===== config.mk =====
export PLATFORM = sky130hd
export DESIGN_NAME = lane_merge2_flat
export DESIGN_NICKNAME = d
export VERILOG_FILES = /design/src/rtl/lane_merge2_if.sv /design/src/rtl/lane_merge2.sv /design/src/flat_wrapper.sv
export SDC_FILE = /design/constraint.sdc
export NUM_CORES = 1
export LEC_CHECK = 0
export ABC_CLOCK_PERIOD_IN_PS = 4100
export BUFFER_PORTS_ARGS = -buffer_cell sky130_fd_sc_hd__buf_2
export CAP_MARGIN = 40
export CORE_MARGIN = 8
export CORE_UTILIZATION = 62
export DETAILED_ROUTE_END_ITERATION = 16
export GPL_TIMING_DRIVEN = 0
export PLACE_DENSITY = 0.94
export RECOVER_POWER = 50
export SETUP_SLACK_MARGIN = 0.2
export SLEW_MARGIN = 15
export SYNTH_ARGS = -nofsm -noshare
export SYNTH_HDL_FRONTEND = slang
export SYNTH_SLANG_ARGS = --single-unit

===== constraint.sdc =====
create_clock -name clk -period 4.1 [get_ports clk]
set_clock_uncertainty 0.2 [all_clocks]
set_input_delay 0.615 -clock clk [delete_from_list [all_inputs] [get_ports clk]]
set_output_delay 0.615 -clock clk [all_outputs]
set_load 0.01 [all_outputs]

===== src/rtl/lane_merge2_if.sv =====
// Handshake bundle for lane_merge2: two input lanes, one merged output,
// and the per-lane FIFO status flags.
interface lane_merge2_if #(
    parameter int WIDTH = 4
);
    logic [WIDTH-1:0] data_in0;
    logic             valid_in0;
    logic [WIDTH-1:0] data_in1;
    logic             valid_in1;
    logic             ready_in;
    logic [WIDTH-1:0] data_out;
    logic             valid_out;
    logic             full0;
    logic             full1;
    logic             empty0;
    logic             empty1;
    logic             overflow;

    // Producer/consumer side: drives the lanes and the downstream ready.
    modport master (
        output data_in0, valid_in0, data_in1, valid_in1, ready_in,
        input  data_out, valid_out, full0, full1, empty0, empty1, overflow
    );

    // Merge block side.
    modport slave (
        input  data_in0, valid_in0, data_in1, valid_in1, ready_in,
        output data_out, valid_out, full0, full1, empty0, empty1, overflow
    );
endinterface


===== src/rtl/lane_merge2.sv =====
// Two-lane merge: each lane is buffered in its own small FIFO, and a
// round-robin arbiter drains them into a registered valid/ready output.
// Order within a lane is preserved; when both lanes hold data they alternate.
module lane_merge2 #(
    parameter int WIDTH = 4,
    parameter int DEPTH = 4,
    parameter int ADDR  = 2
) (
    input  logic          clk,
    input  logic          reset_L,
    lane_merge2_if.slave  bus
);
    localparam logic [ADDR:0]   CNT_ONE  = (ADDR+1)'(1);
    localparam logic [ADDR:0]   CNT_FULL = (ADDR+1)'(DEPTH);
    localparam logic [ADDR-1:0] PTR_ONE  = ADDR'(1);

    logic [WIDTH-1:0] mem     [2][DEPTH];
    logic [ADDR-1:0]  wr_ptr  [2];
    logic [ADDR-1:0]  rd_ptr  [2];
    logic [ADDR:0]    count   [2];
    logic [WIDTH-1:0] data_in [2];

    logic [1:0]       valid_in;
    logic [1:0]       full;
    logic [1:0]       empty;
    logic [1:0]       wr_en;
    logic [1:0]       rd_en;
    logic             load;
    logic             sel;
    logic [WIDTH-1:0] head;

    logic [WIDTH-1:0] data_out_q;
    logic             valid_out_q;
    logic             overflow_q;
    logic             last_lane;

    assign data_in[0] = bus.data_in0;
    assign data_in[1] = bus.data_in1;
    assign valid_in   = {bus.valid_in1, bus.valid_in0};

    // Status flags, write enables and arbitration for this cycle.
    // Fullness is taken from the registered count, so a full lane drops its
    // incoming word even when that lane is being read on the same edge.
    always_comb begin
        for (int k = 0; k < 2; k++) begin
            empty[k] = (count[k] == '0);
            full[k]  = (count[k] == CNT_FULL);
        end
        wr_en = valid_in & ~full;
        load  = (!valid_out_q || bus.ready_in) && (!empty[0] || !empty[1]);

        if (!empty[0] && !empty[1]) begin
            sel = ~last_lane;
        end else if (!empty[0]) begin
            sel = 1'b0;
        end else begin
            sel = 1'b1;
        end

        rd_en = 2'b00;
        if (load) begin
            rd_en[sel] = 1'b1;
        end
        head = mem[sel][rd_ptr[sel]];
    end

    // FIFO storage; contents need no reset because pointers/counts gate them.
    always_ff @(posedge clk) begin
        for (int k = 0; k < 2; k++) begin
            if (wr_en[k]) begin
                mem[k][wr_ptr[k]] <= data_in[k];
            end
        end
    end

    // Per-lane pointers and occupancy counts.
    always_ff @(posedge clk or negedge reset_L) begin
        if (!reset_L) begin
            for (int k = 0; k < 2; k++) begin
                wr_ptr[k] <= '0;
                rd_ptr[k] <= '0;
                count[k]  <= '0;
            end
        end else begin
            for (int k = 0; k < 2; k++) begin
                if (wr_en[k]) begin
                    wr_ptr[k] <= wr_ptr[k] + PTR_ONE;
                end
                if (rd_en[k]) begin
                    rd_ptr[k] <= rd_ptr[k] + PTR_ONE;
                end
                case ({wr_en[k], rd_en[k]})
                    2'b10:   count[k] <= count[k] + CNT_ONE;
                    2'b01:   count[k] <= count[k] - CNT_ONE;
                    default: count[k] <= count[k];
                endcase
            end
        end
    end

    // Output register, round-robin pointer and sticky overflow flag.
    // last_lane resets to 1 so lane 0 wins the first contested read.
    always_ff @(posedge clk or negedge reset_L) begin
        if (!reset_L) begin
            data_out_q  <= '0;
            valid_out_q <= 1'b0;
            overflow_q  <= 1'b0;
            last_lane   <= 1'b1;
        end else begin
            if (load) begin
                data_out_q  <= head;
                valid_out_q <= 1'b1;
                last_lane   <= sel;
            end else if (bus.ready_in) begin
                valid_out_q <= 1'b0;
            end
            if (|(valid_in & full)) begin
                overflow_q <= 1'b1;
            end
        end
    end

    assign bus.data_out  = data_out_q;
    assign bus.valid_out = valid_out_q;
    assign bus.overflow  = overflow_q;
    assign bus.full0     = full[0];
    assign bus.full1     = full[1];
    assign bus.empty0    = empty[0];
    assign bus.empty1    = empty[1];

endmodule


===== src/flat_wrapper.sv =====
// flat-port wrapper written by rule: the top's interface ports become plain ports
module lane_merge2_flat 
#(
    parameter int WIDTH = 4,
    parameter int DEPTH = 4,
    parameter int ADDR  = 2
)
  (clk, reset_L, bus_data_in0, bus_valid_in0, bus_data_in1, bus_valid_in1, bus_ready_in, bus_data_out, bus_valid_out, bus_full0, bus_full1, bus_empty0, bus_empty1, bus_overflow);
  lane_merge2_if #(.WIDTH(WIDTH)) bus_i ();
  input  logic clk;
  input  logic reset_L;
  input wire logic [$bits(bus_i.data_in0)-1:0] bus_data_in0;
  input wire logic [$bits(bus_i.valid_in0)-1:0] bus_valid_in0;
  input wire logic [$bits(bus_i.data_in1)-1:0] bus_data_in1;
  input wire logic [$bits(bus_i.valid_in1)-1:0] bus_valid_in1;
  input wire logic [$bits(bus_i.ready_in)-1:0] bus_ready_in;
  output wire logic [$bits(bus_i.data_out)-1:0] bus_data_out;
  output wire logic [$bits(bus_i.valid_out)-1:0] bus_valid_out;
  output wire logic [$bits(bus_i.full0)-1:0] bus_full0;
  output wire logic [$bits(bus_i.full1)-1:0] bus_full1;
  output wire logic [$bits(bus_i.empty0)-1:0] bus_empty0;
  output wire logic [$bits(bus_i.empty1)-1:0] bus_empty1;
  output wire logic [$bits(bus_i.overflow)-1:0] bus_overflow;
  assign bus_i.data_in0 = bus_data_in0;
  assign bus_i.valid_in0 = bus_valid_in0;
  assign bus_i.data_in1 = bus_data_in1;
  assign bus_i.valid_in1 = bus_valid_in1;
  assign bus_i.ready_in = bus_ready_in;
  assign bus_data_out = bus_i.data_out;
  assign bus_valid_out = bus_i.valid_out;
  assign bus_full0 = bus_i.full0;
  assign bus_full1 = bus_i.full1;
  assign bus_empty0 = bus_i.empty0;
  assign bus_empty1 = bus_i.empty1;
  assign bus_overflow = bus_i.overflow;
  lane_merge2 #(.WIDTH(WIDTH), .DEPTH(DEPTH), .ADDR(ADDR)) u_core (.clk(clk), .reset_L(reset_L), .bus(bus_i));
endmodule

==> impl_metrics.env, run 1 <==
export IMPL_run_status="complete, no violations"
export IMPL_grtUsageTotal=0.133
export IMPL_required_ns=4.12
export IMPL_pwr_share_clk=0.154
export IMPL_place_gp_congestion=0.743
export IMPL_coreArea_sq_mm=0.00363
export IMPL_rsz0062_at_grt="no"
export IMPL_synth_simple_area_share=0.0662
export IMPL_via_per_inst=5.33
export IMPL_p_comb_frac=0.381
export IMPL_critPathArrivalTime_ns=2.80
export IMPL_routed_wirelength_um=3700
export IMPL_mostFrequentLayoutCells="edfxtp_1 (32), dfrtp_1 (20), inv_1 (14), buf_2 (14)"
export IMPL_drive_gt1_frac=0.222
export IMPL_fin_cells=224
export IMPL_ys_flop_type="edfxtp_1"
export IMPL_routedWlPerCell_um=16.5
export IMPL_synth_compound_area_frac=0.0398
export IMPL_antenna_found_initial=0
export IMPL_cts_root_buf="clkbuf_8"
export IMPL_seq_area_sq_mm=0.00149
export IMPL_path_clk_slew_ns=0.09
export IMPL_r2r_end="u_core.count[2]"
export IMPL_ys_warn_count=0
export IMPL_worst_pin_slew_ns=1.15
export IMPL_place_port_buffers=22
export IMPL_n_antenna_cell=0
export IMPL_postCtsSetupRepairBufs=0
export IMPL_clockBufferDepth=2
export IMPL_cts_num_sinks=53
export IMPL_synth_top_family_by_area="multiplexers"
export IMPL_die_w_um=77.2
export IMPL_initial_utilization=0.639
export IMPL_holdBufCountCts=0
export IMPL_r2r_slack_ns=1.32
export IMPL_cp_start_kind="flip-flop"
export IMPL_switchingPower_mw=0.618
export IMPL_whs_ns=0.289
export IMPL_p_int_mw=1.19
export IMPL_synth_net_count=171
export IMPL_fillers=251
export IMPL_endpoint_kind="flip-flop"
export IMPL_io_pins=23
export IMPL_cap_violations=0
export IMPL_slew_viol_final=0
export IMPL_cts_buffers=5
export IMPL_fmax_mhz=360
export IMPL_synthXorXnorAreaFrac=0.0452
export IMPL_maxSlewHeadroom=0.232
export IMPL_htreeDepth=2
export IMPL_yosysSeqAreaShare=0.640
export IMPL_ys_seq_elements=53
export IMPL_core_rowCount=22
export IMPL_multiInputGateArea_sq_um=752
export IMPL_dp_hpwl_um=2940
export IMPL_drc=0
export IMPL_clk_latency_ns=0.30
export IMPL_place_inst=216
export IMPL_synth_area_sq_mm=0.00232
export IMPL_min_period_ns=2.78
export IMPL_die_y_um=77.2
export IMPL_synth_fa_ha_area_frac=0.0711
export IMPL_power_mw=1.81
export IMPL_crit_type="flip-flop to flip-flop"
export IMPL_cts_tree="built"
export IMPL_nets=200
export IMPL_setup_worst_path_start="u_core.count[4]"
export IMPL_synthArstFlopShare=0.396
export IMPL_vdd_ir_drop_worst_mv=0.387
export IMPL_power_density_mw_per_mm2=709
export IMPL_pwr_share_seq=0.465
export IMPL_grt_overflow=0
export IMPL_grt_pass1_wl_um=6130
export IMPL_setup_viol=0
export IMPL_grt_pass1_vias=1314
export IMPL_p_sw_frac=0.342
export IMPL_syn_area_per_cell_sq_um=15.9
export IMPL_worstHoldPathType="flip-flop to flip-flop"
export IMPL_vias=1195
export IMPL_syn_inst=146
export IMPL_timing_final_crit_share=0.678
export IMPL_first_iter_violations=98
export IMPL_dr_pass1_iters=4
export IMPL_synth_cell_type_count=28
export IMPL_antenna_left=0
export IMPL_final_common_cell="edfxtp_1"
export IMPL_critPathCapture="u_core.count[2]"
export IMPL_finalHoldViolCount=0
export IMPL_power_leakage_nw=1.02
export IMPL_grt_max_degree=22
export IMPL_synth_edf_count=32
export IMPL_rr_startpoint="u_core.count[4]"
export IMPL_postCtsResizedCells=0
export IMPL_rr_worst_depth=8
export IMPL_path_max_fanout=4
export IMPL_die_area_sq_mm=0.00596
export IMPL_muxShareOfSynthArea=0.109
export IMPL_setup_tns_final_ns=0
export IMPL_syn2layout_area_growth_pct=9.85
## critical path, cell delays in order, from the launching register on
cell	delay [ns]
dfrtp_1	0.41
or3_1	0.44
a211oi_1	0.50
ha_1	0.29
inv_1	0.07
fa_1	0.38
xor2_1	0.15
nor2_1	0.11
xor2_1	0.16
## power groups by stage
stage | logic (mW) | registers (mW) | clock network, mW
final | 0.690 | 0.842 | 0.278
after global routing | 0.780 | 0.861 | 0.312
after CTS | 0.719 | 0.849 | 0.288
after detailed placement | 0.716 | 0.860 | 0
after global placement | 0.661 | 0.841 | 0
after floorplan | 0.538 | 0.840 | 0
## cells in the mapped netlist (2+ instances only)
library cell	count	area (sq um)
and2_1	8	50.1
fa_1	2	40.0
xor2_1	6	52.6
or3_4	2	22.5
mux2_2	2	22.5
nor2b_1	3	18.8
mux2i_1	5	50.1
a21oi_1	4	20.0
mux4_2	8	180
dfrtp_1	20	500
edfxtp_1	32	961
nand2_1	2	7.51
a211oi_4	2	40.0
ha_1	10	125
xnor2_1	6	52.6
and3_1	2	12.5
inv_1	14	52.6
nor2_1	8	30.0
## worst min-delay path by stage
stage | to | cells after the start | slack [ns] | from
2_1_floorplan | u_core.bus.data_out[0] | 0 | 0.12 | reset_L
3_3_place_gp | u_core.bus.overflow | 1 | 0.26 | u_core.bus.overflow
3_5_place_dp | u_core.bus.overflow | 1 | 0.26 | u_core.bus.overflow
4_1_cts | u_core.bus.data_out[0] | 1 | 0.07 | reset_L
5_1_grt | u_core.bus.overflow | 1 | 0.31 | u_core.bus.overflow
6_report | u_core.bus.overflow | 1 | 0.29 | u_core.bus.overflow
## metrics by stage
stage | utilization | setup WS [ns] | instance area [sq um]
floorplan | - | 1.72 | 2320
global placement | 0.686 | 1.62 | 2490
detailed placement | 0.686 | 1.53 | 2490
CTS | 0.710 | 1.51 | 2580
global route | 0.702 | 1.15 | 2550
finish | 0.702 | 1.32 | 2550
## kinds of logic (layout without fill, tap and decap cells)
family | after synthesis | count (layout)
DFF | 53 | 53
and+or+nand+nor | 27 | 27
buffers and inverters | 17 | 47
muxes | 15 | 15
adders and majority gates | 12 | 12
xor gates and xnor gates | 12 | 12
AOI/OAI and AO/OA | 10 | 10
## per-layer routing
layer	wire length, um	global-route usage	up-vias
li1	-	-	564
met1	1480	0.150	599
met2	2000	0.225	28
met3	177	0.0501	4
met4	35	0.0472	0
met5	0	0	-
## layout make-up
class | count | area share
clock inverter | 2 | 0.00588
timing repair buffer | 22 | 0.0387
tap | 48 | 0.0235
inverter | 15 | 0.0221
clock buffer | 6 | 0.0284
multi-input combinational | 76 | 0.295
sequential | 53 | 0.583
buffer | 2 | 0.00392
## state kept, by name (all words and copies together), names as in the netlist
register / flops
u_core.bus.data_out: 4
u_core.last_lane: 1
u_core.bus.overflow: 1
u_core.bus.valid_out: 1
u_core.mem: 32
u_core.rd_ptr: 4
u_core.wr_ptr: 4
u_core.count: 6
Note: power is estimated with default switching activity, not from simulation.
==> run 2, diff against run 1 <==
- ABC_CLOCK_PERIOD_IN_PS: 4100 -> 2300
- CORE_UTILIZATION: 62 -> 52
- PLACE_DENSITY: 0.94 -> 0.85
- clock period: 4.1 -> 2.3 ns (I/O delays scaled with it)
==> run 2 against run 1 <==
Effect of this change: the flow now finishes with violations (negative setup slack); sequential power up 78%; utilization down 7.1 points; register-to-register slack worse by 1.4 ns; non-clock buffer count up 13; clock power up 120%; total power up 98%; critical path type unchanged; largest cell class unchanged.
==> impl_metrics.env, run 2 (synthesis results as in run 1) <==
export IMPL_run_status="finished, violations left"
export IMPL_violations="negative setup slack"
export IMPL_grt_overflow=0
export IMPL_die_w_um=82.8
export IMPL_n_antenna_cell=0
export IMPL_slowest_stage="or3_4"
export IMPL_grt_max_degree=22
export IMPL_p_sw_frac=0.332
export IMPL_critical_path_cell_chain="or3_4, a211oi_4, ha_2, inv_2, fa_2, xor2_1, nor2_1, xor2_1"
export IMPL_fmax_mhz=426
export IMPL_setup_viol=2
export IMPL_htreeDepth=2
export IMPL_routedWlPerCell_um=16.5
export IMPL_fin_ws_ns=-0.0467
export IMPL_final_common_cell="edfxtp_1"
export IMPL_initial_utilization=0.537
export IMPL_power_density_mw_per_mm2=1310
export IMPL_place_gp_congestion=0.708
export IMPL_min_period_ns=2.35
export IMPL_critPathArrivalTime_ns=2.37
export IMPL_via_per_inst=5.20
export IMPL_grt_pass1_vias=1386
export IMPL_timing_final_crit_share=1.02
export IMPL_cap_violations=0
export IMPL_maxSlewHeadroom=0.194
export IMPL_nets=213
export IMPL_die_area_sq_mm=0.00686
export IMPL_post_route_util=0.631
export IMPL_required_ns=2.33
export IMPL_cts_num_sinks=53
export IMPL_worst_pin_slew_ns=1.21
export IMPL_cts_tree="built"
export IMPL_cts_root_buf="clkbuf_8"
export IMPL_power_mw=3.58
export IMPL_power_leakage_nw=1.10
export IMPL_antenna_left=0
export IMPL_vdd_ir_drop_worst_mv=0.792
export IMPL_drc=0
export IMPL_syn2layout_area_growth_pct=17.4
export IMPL_cp_start_kind="flip-flop"
export IMPL_pwr_share_clk=0.169
export IMPL_worstHoldPathType="primary input to flip-flop"
export IMPL_mostFrequentLayoutCells="edfxtp_1 (32), dfrtp_1 (20), clkbuf_1 (13)"
export IMPL_path_clk_slew_ns=0.09
export IMPL_first_iter_violations=75
export IMPL_crit_path_max_incr_delay_ns=0.42
export IMPL_whs_ns=0.0991
export IMPL_crit_path_frequent_cell="xor2_1"
export IMPL_wl_met2_um=2120
export IMPL_p_comb_frac=0.412
export IMPL_core_rowCount=24
export IMPL_wl_met1_um=1630
export IMPL_io_pins=23
export IMPL_switchingPower_mw=1.19
export IMPL_pwr_share_seq=0.419
export IMPL_clk_latency_ns=0.30
export IMPL_die_y_um=82.8
export IMPL_slew_viol_final=0
export IMPL_dp_hpwl_um=2930
export IMPL_largest_register_ffs=32
export IMPL_routed_wirelength_um=3990
export IMPL_dr_pass1_iters=4
export IMPL_drive_gt1_frac=0.317
export IMPL_p_int_mw=2.39
export IMPL_clockBufferDepth=2
export IMPL_cts_buffers=5
export IMPL_grt_pass1_wl_um=6330
export IMPL_vias=1254
export IMPL_rsz0062_at_grt="yes"
export IMPL_wl_met3_um=171
export IMPL_top_layer="met4"
export IMPL_antenna_found_initial=0
export IMPL_crit_type="flip-flop to flip-flop"
export IMPL_place_port_buffers=22
export IMPL_finalHoldViolCount=0
export IMPL_coreArea_sq_mm=0.00432
export IMPL_endpoint_kind="flip-flop"
export IMPL_dpl_worst_slack_ns=-0.193
export IMPL_grtUsageTotal=0.115
export IMPL_path_max_fanout=2
run 2: cell count changes in the layout (fill, tap and decap cells not counted), moves of 3 or more:
cell | before | now
buf_2 | 14 | 11
buf_4 | 0 | 11
clkbuf_1 | 10 | 13
inv_1 | 14 | 11
run 2: layer usage:
layer  vias to the layer above  track usage
met5                         -            0
met3                         5       0.0332
li1                        595            -
met1                       626        0.121
met4                         0       0.0527
met2                        28        0.205
run 2: power by group through the flow:
stage	clock network, mW	logic (mW)	registers, mW
after floorplan	0	0.965	1.50
after global placement	0	1.19	1.50
after detailed placement	0	1.29	1.53
after CTS	0.618	1.43	1.50
after global routing	0.648	1.64	1.53
final	0.603	1.47	1.50
run 2: area by class of cell:
cell class | instances | area, sq um
repair buffers | 35 | 199
multi-input cells | 76 | 796
clock buffers | 6 | 72.6
clock inverters | 2 | 35.0
plain buffers | 2 | 10.0
inverters | 15 | 63.8
flip-flops and latches | 53 | 1490
well taps | 52 | 65.1
fillers | 322 | 1600
run 2: worst paths after layout:
kind	from	end	slack [ns]	depth (start not counted)
min in group asynchronous	reset_L	u_core.bus.data_out[0]	0.61	2
hold / removal	bus_valid_in0	u_core.bus.overflow	0.1	2
setup reg to reg	u_core.count[3]	u_core.count[2]	-0.05	8
setup / recovery	u_core.count[3]	u_core.count[2]	-0.05	8
max in group asynchronous	reset_L	u_core.wr_ptr[0]	0.57	2
hold reg to reg	u_core.bus.overflow	u_core.bus.overflow	0.29	1
run 2: worst max-delay path, delay by kind of cell, from the launching register on:
family,cells,cell delay (ns)
simple gates,2,0.54
xor+xnor,2,0.30
fa+ha+maj,2,0.56
compound gates,1,0.23
flops,1,0.39
buf+inv,1,0.04
run 2: per-stage QoR:
stage,TNS [ns],cells,area [sq um]
CTS,-0.143,238,2700
global placement,-0.234,220,2500
floorplan,-0.0685,146,2330
finish,-0.0556,241,2730
global route,-0.239,241,2730
detailed placement,-0.404,220,2500
run 2: what timing repair did:
action                                  4_1_cts  5_1_grt
pin swaps                                    11        7
buffers inserted                              9        3
hold buffers                                  1        0
resized for setup                             8        7
hold endpoints to repair                     20        0
endpoints found under the setup margin        4        5
==> run 3, diff against run 2 <==
- SLEW_MARGIN: 15 -> 0
- TNS_END_PERCENT: default -> 5
==> run 3 against run 2 <==
Effect of this change: the flow still finishes with violations (negative setup slack); utilization is 0.20 points lower; flip-flop and latch count is the same; die area did not move; sequential share of layout area is 0.18 points higher.
==> impl_metrics.env, run 3 (synthesis results as in run 1) <==
export IMPL_power_density_mw_per_mm2=1310
export IMPL_die_area_sq_mm=0.00686
export IMPL_pwr_share_seq=0.419
export IMPL_via_per_inst=5.20
export IMPL_cts_tree="built"
export IMPL_wl_met2_um=2120
export IMPL_fmax_mhz=428
export IMPL_endpoint_kind="flip-flop"
export IMPL_fin_ws_ns=-0.0382
export IMPL_p_int_mw=2.39
export IMPL_wl_met1_um=1640
export IMPL_vdd_ir_drop_worst_mv=0.791
export IMPL_grt_pass1_wl_um=6530
export IMPL_power_leakage_nw=1.10
export IMPL_grt_overflow=0
export IMPL_power_mw=3.57
export IMPL_first_iter_violations=108
export IMPL_slowest_stage="or3_4"
export IMPL_routedWlPerCell_um=16.5
export IMPL_path_clk_slew_ns=0.09
export IMPL_drc=0
export IMPL_dr_pass1_iters=4
export IMPL_clk_latency_ns=0.30
export IMPL_cts_buffers=5
export IMPL_whs_ns=0.0954
export IMPL_maxSlewHeadroom=0.225
export IMPL_fillers=332
export IMPL_required_ns=2.32
export IMPL_rr_startpoint="u_core.count[3]"
export IMPL_cts_num_sinks=53
export IMPL_timing_final_crit_share=1.02
export IMPL_die_y_um=82.8
export IMPL_nets=213
export IMPL_pwr_share_clk=0.169
export IMPL_min_from="bus_valid_in0"
export IMPL_grtUsageTotal=0.118
export IMPL_core_rowCount=24
export IMPL_placed_cell_area_sq_mm=0.00250
export IMPL_r2r_slack_ns=-0.04
export IMPL_drive_gt1_frac=0.307
export IMPL_finalHoldViolCount=0
export IMPL_htreeDepth=2
export IMPL_coreArea_sq_mm=0.00432
export IMPL_final_common_cell="edfxtp_1"
export IMPL_p_sw_frac=0.331
export IMPL_rr_worst_depth=8
export IMPL_crit_type="flip-flop to flip-flop"
export IMPL_cts_root_buf="clkbuf_8"
export IMPL_cp_top_family="adder cells"
export IMPL_dp_hpwl_um=2910
export IMPL_critPathArrivalTime_ns=2.36
export IMPL_io_pins=23
export IMPL_stdcell_area_sq_mm=0.00272
export IMPL_cap_violations=0
export IMPL_antenna_found_initial=0
export IMPL_routed_wirelength_um=3970
export IMPL_worstHoldPathCells=2
export IMPL_path_max_fanout=2
export IMPL_worstHoldPathType="primary input to flip-flop"
export IMPL_holdPathEnd="u_core.bus.overflow"
export IMPL_worst_pin_slew_ns=1.16
export IMPL_setup_viol=2
export IMPL_mostFrequentLayoutCells="edfxtp_1 (32), dfrtp_1 (20), clkbuf_1 (13)"
export IMPL_top_layer="met4"
export IMPL_place_gp_congestion=0.735
export IMPL_n_antenna_cell=0
export IMPL_antenna_left=0
export IMPL_rsz0062_at_grt="yes"
export IMPL_path_buf_inv=1
export IMPL_die_w_um=82.8
export IMPL_min_period_ns=2.34
export IMPL_syn2layout_area_growth_pct=17.1
export IMPL_clockBufferDepth=2
export IMPL_r2r_end="u_core.count[2]"
export IMPL_place_port_buffers=22
export IMPL_run_status="finished, violations left"
export IMPL_cp_start_kind="flip-flop"
export IMPL_crit_path_frequent_cell="xor2_1"
export IMPL_initial_utilization=0.537
export IMPL_critical_path_cell_chain="or3_4, a211oi_4, ha_2, inv_2, fa_2, xor2_1, nor2_1, xor2_1"
export IMPL_wl_met3_um=161
export IMPL_crit_path_max_incr_delay_ns=0.41
export IMPL_p_comb_frac=0.411
export IMPL_switchingPower_mw=1.18
export IMPL_grt_max_degree=22
export IMPL_grt_pass1_vias=1402
export IMPL_largest_register_ffs=32
export IMPL_slew_viol_final=0
export IMPL_setup_worst_path_start="u_core.count[3]"
export IMPL_violations="negative setup slack"
export IMPL_vias=1253
==> run 3: cell counts in the layout (fill, tap and decap cells not counted) <==
No cell type changed its count.
==> run 3: per-layer routing <==
| layer | vias up | global-route usage |
|---|---|---|
| met4 | 0 | 0.0495 |
| met1 | 626 | 0.128 |
| met5 | - | 0 |
| met2 | 27 | 0.207 |
| met3 | 6 | 0.0352 |
| li1 | 594 | - |
==> run 3: power groups by stage <==
stage / registers, mW / clock network (mW) / logic, mW
floorplan: 1.50 / 0 / 0.963
global placement: 1.50 / 0 / 1.19
detailed placement: 1.53 / 0 / 1.28
CTS: 1.50 / 0.611 / 1.45
global route: 1.53 / 0.655 / 1.64
finish: 1.50 / 0.604 / 1.47
==> run 3: area by class of cell <==
type | instances | area, sq um | area share
flip-flops and latches | 53 | 1490 | 0.547
multi-input cells | 76 | 795 | 0.292
repair buffers | 35 | 195 | 0.0718
clock buffers | 6 | 72.6 | 0.0267
well taps | 52 | 65.1 | 0.0239
inverters | 15 | 61.3 | 0.0225
clock inverters | 2 | 33.8 | 0.0124
plain buffers | 2 | 10.0 | 0.00368
==> run 3: worst max path at each step <==
stage,to,depth (start not counted)
global placement,u_core.count[5],8
detailed placement,u_core.count[5],8
floorplan,u_core.count[5],8
finish,u_core.count[2],8
CTS,u_core.count[2],8
global route,u_core.count[2],8
==> run 3: what timing repair did <==
action | 4_1_cts | 5_1_grt
setup buffers | 11 | 1
hold endpoints to repair | 20 | 0
pin swaps | 10 | 8
hold buffers | 1 | 0
gates resized for setup | 7 | 6
setup endpoints to repair | 4 | 6
==> run 3: through the flow <==
step           setup WS [ns]  instances   util  TNS [ns]
4_1_cts              -0.0821        240  0.627    -0.149
6_report             -0.0382        241  0.629   -0.0627
3_5_place_dp          -0.198        220  0.578    -0.403
2_1_floorplan        -0.0490        146      -   -0.0707
3_3_place_gp          -0.133        220  0.578    -0.238
5_1_grt               -0.179        241  0.629    -0.351
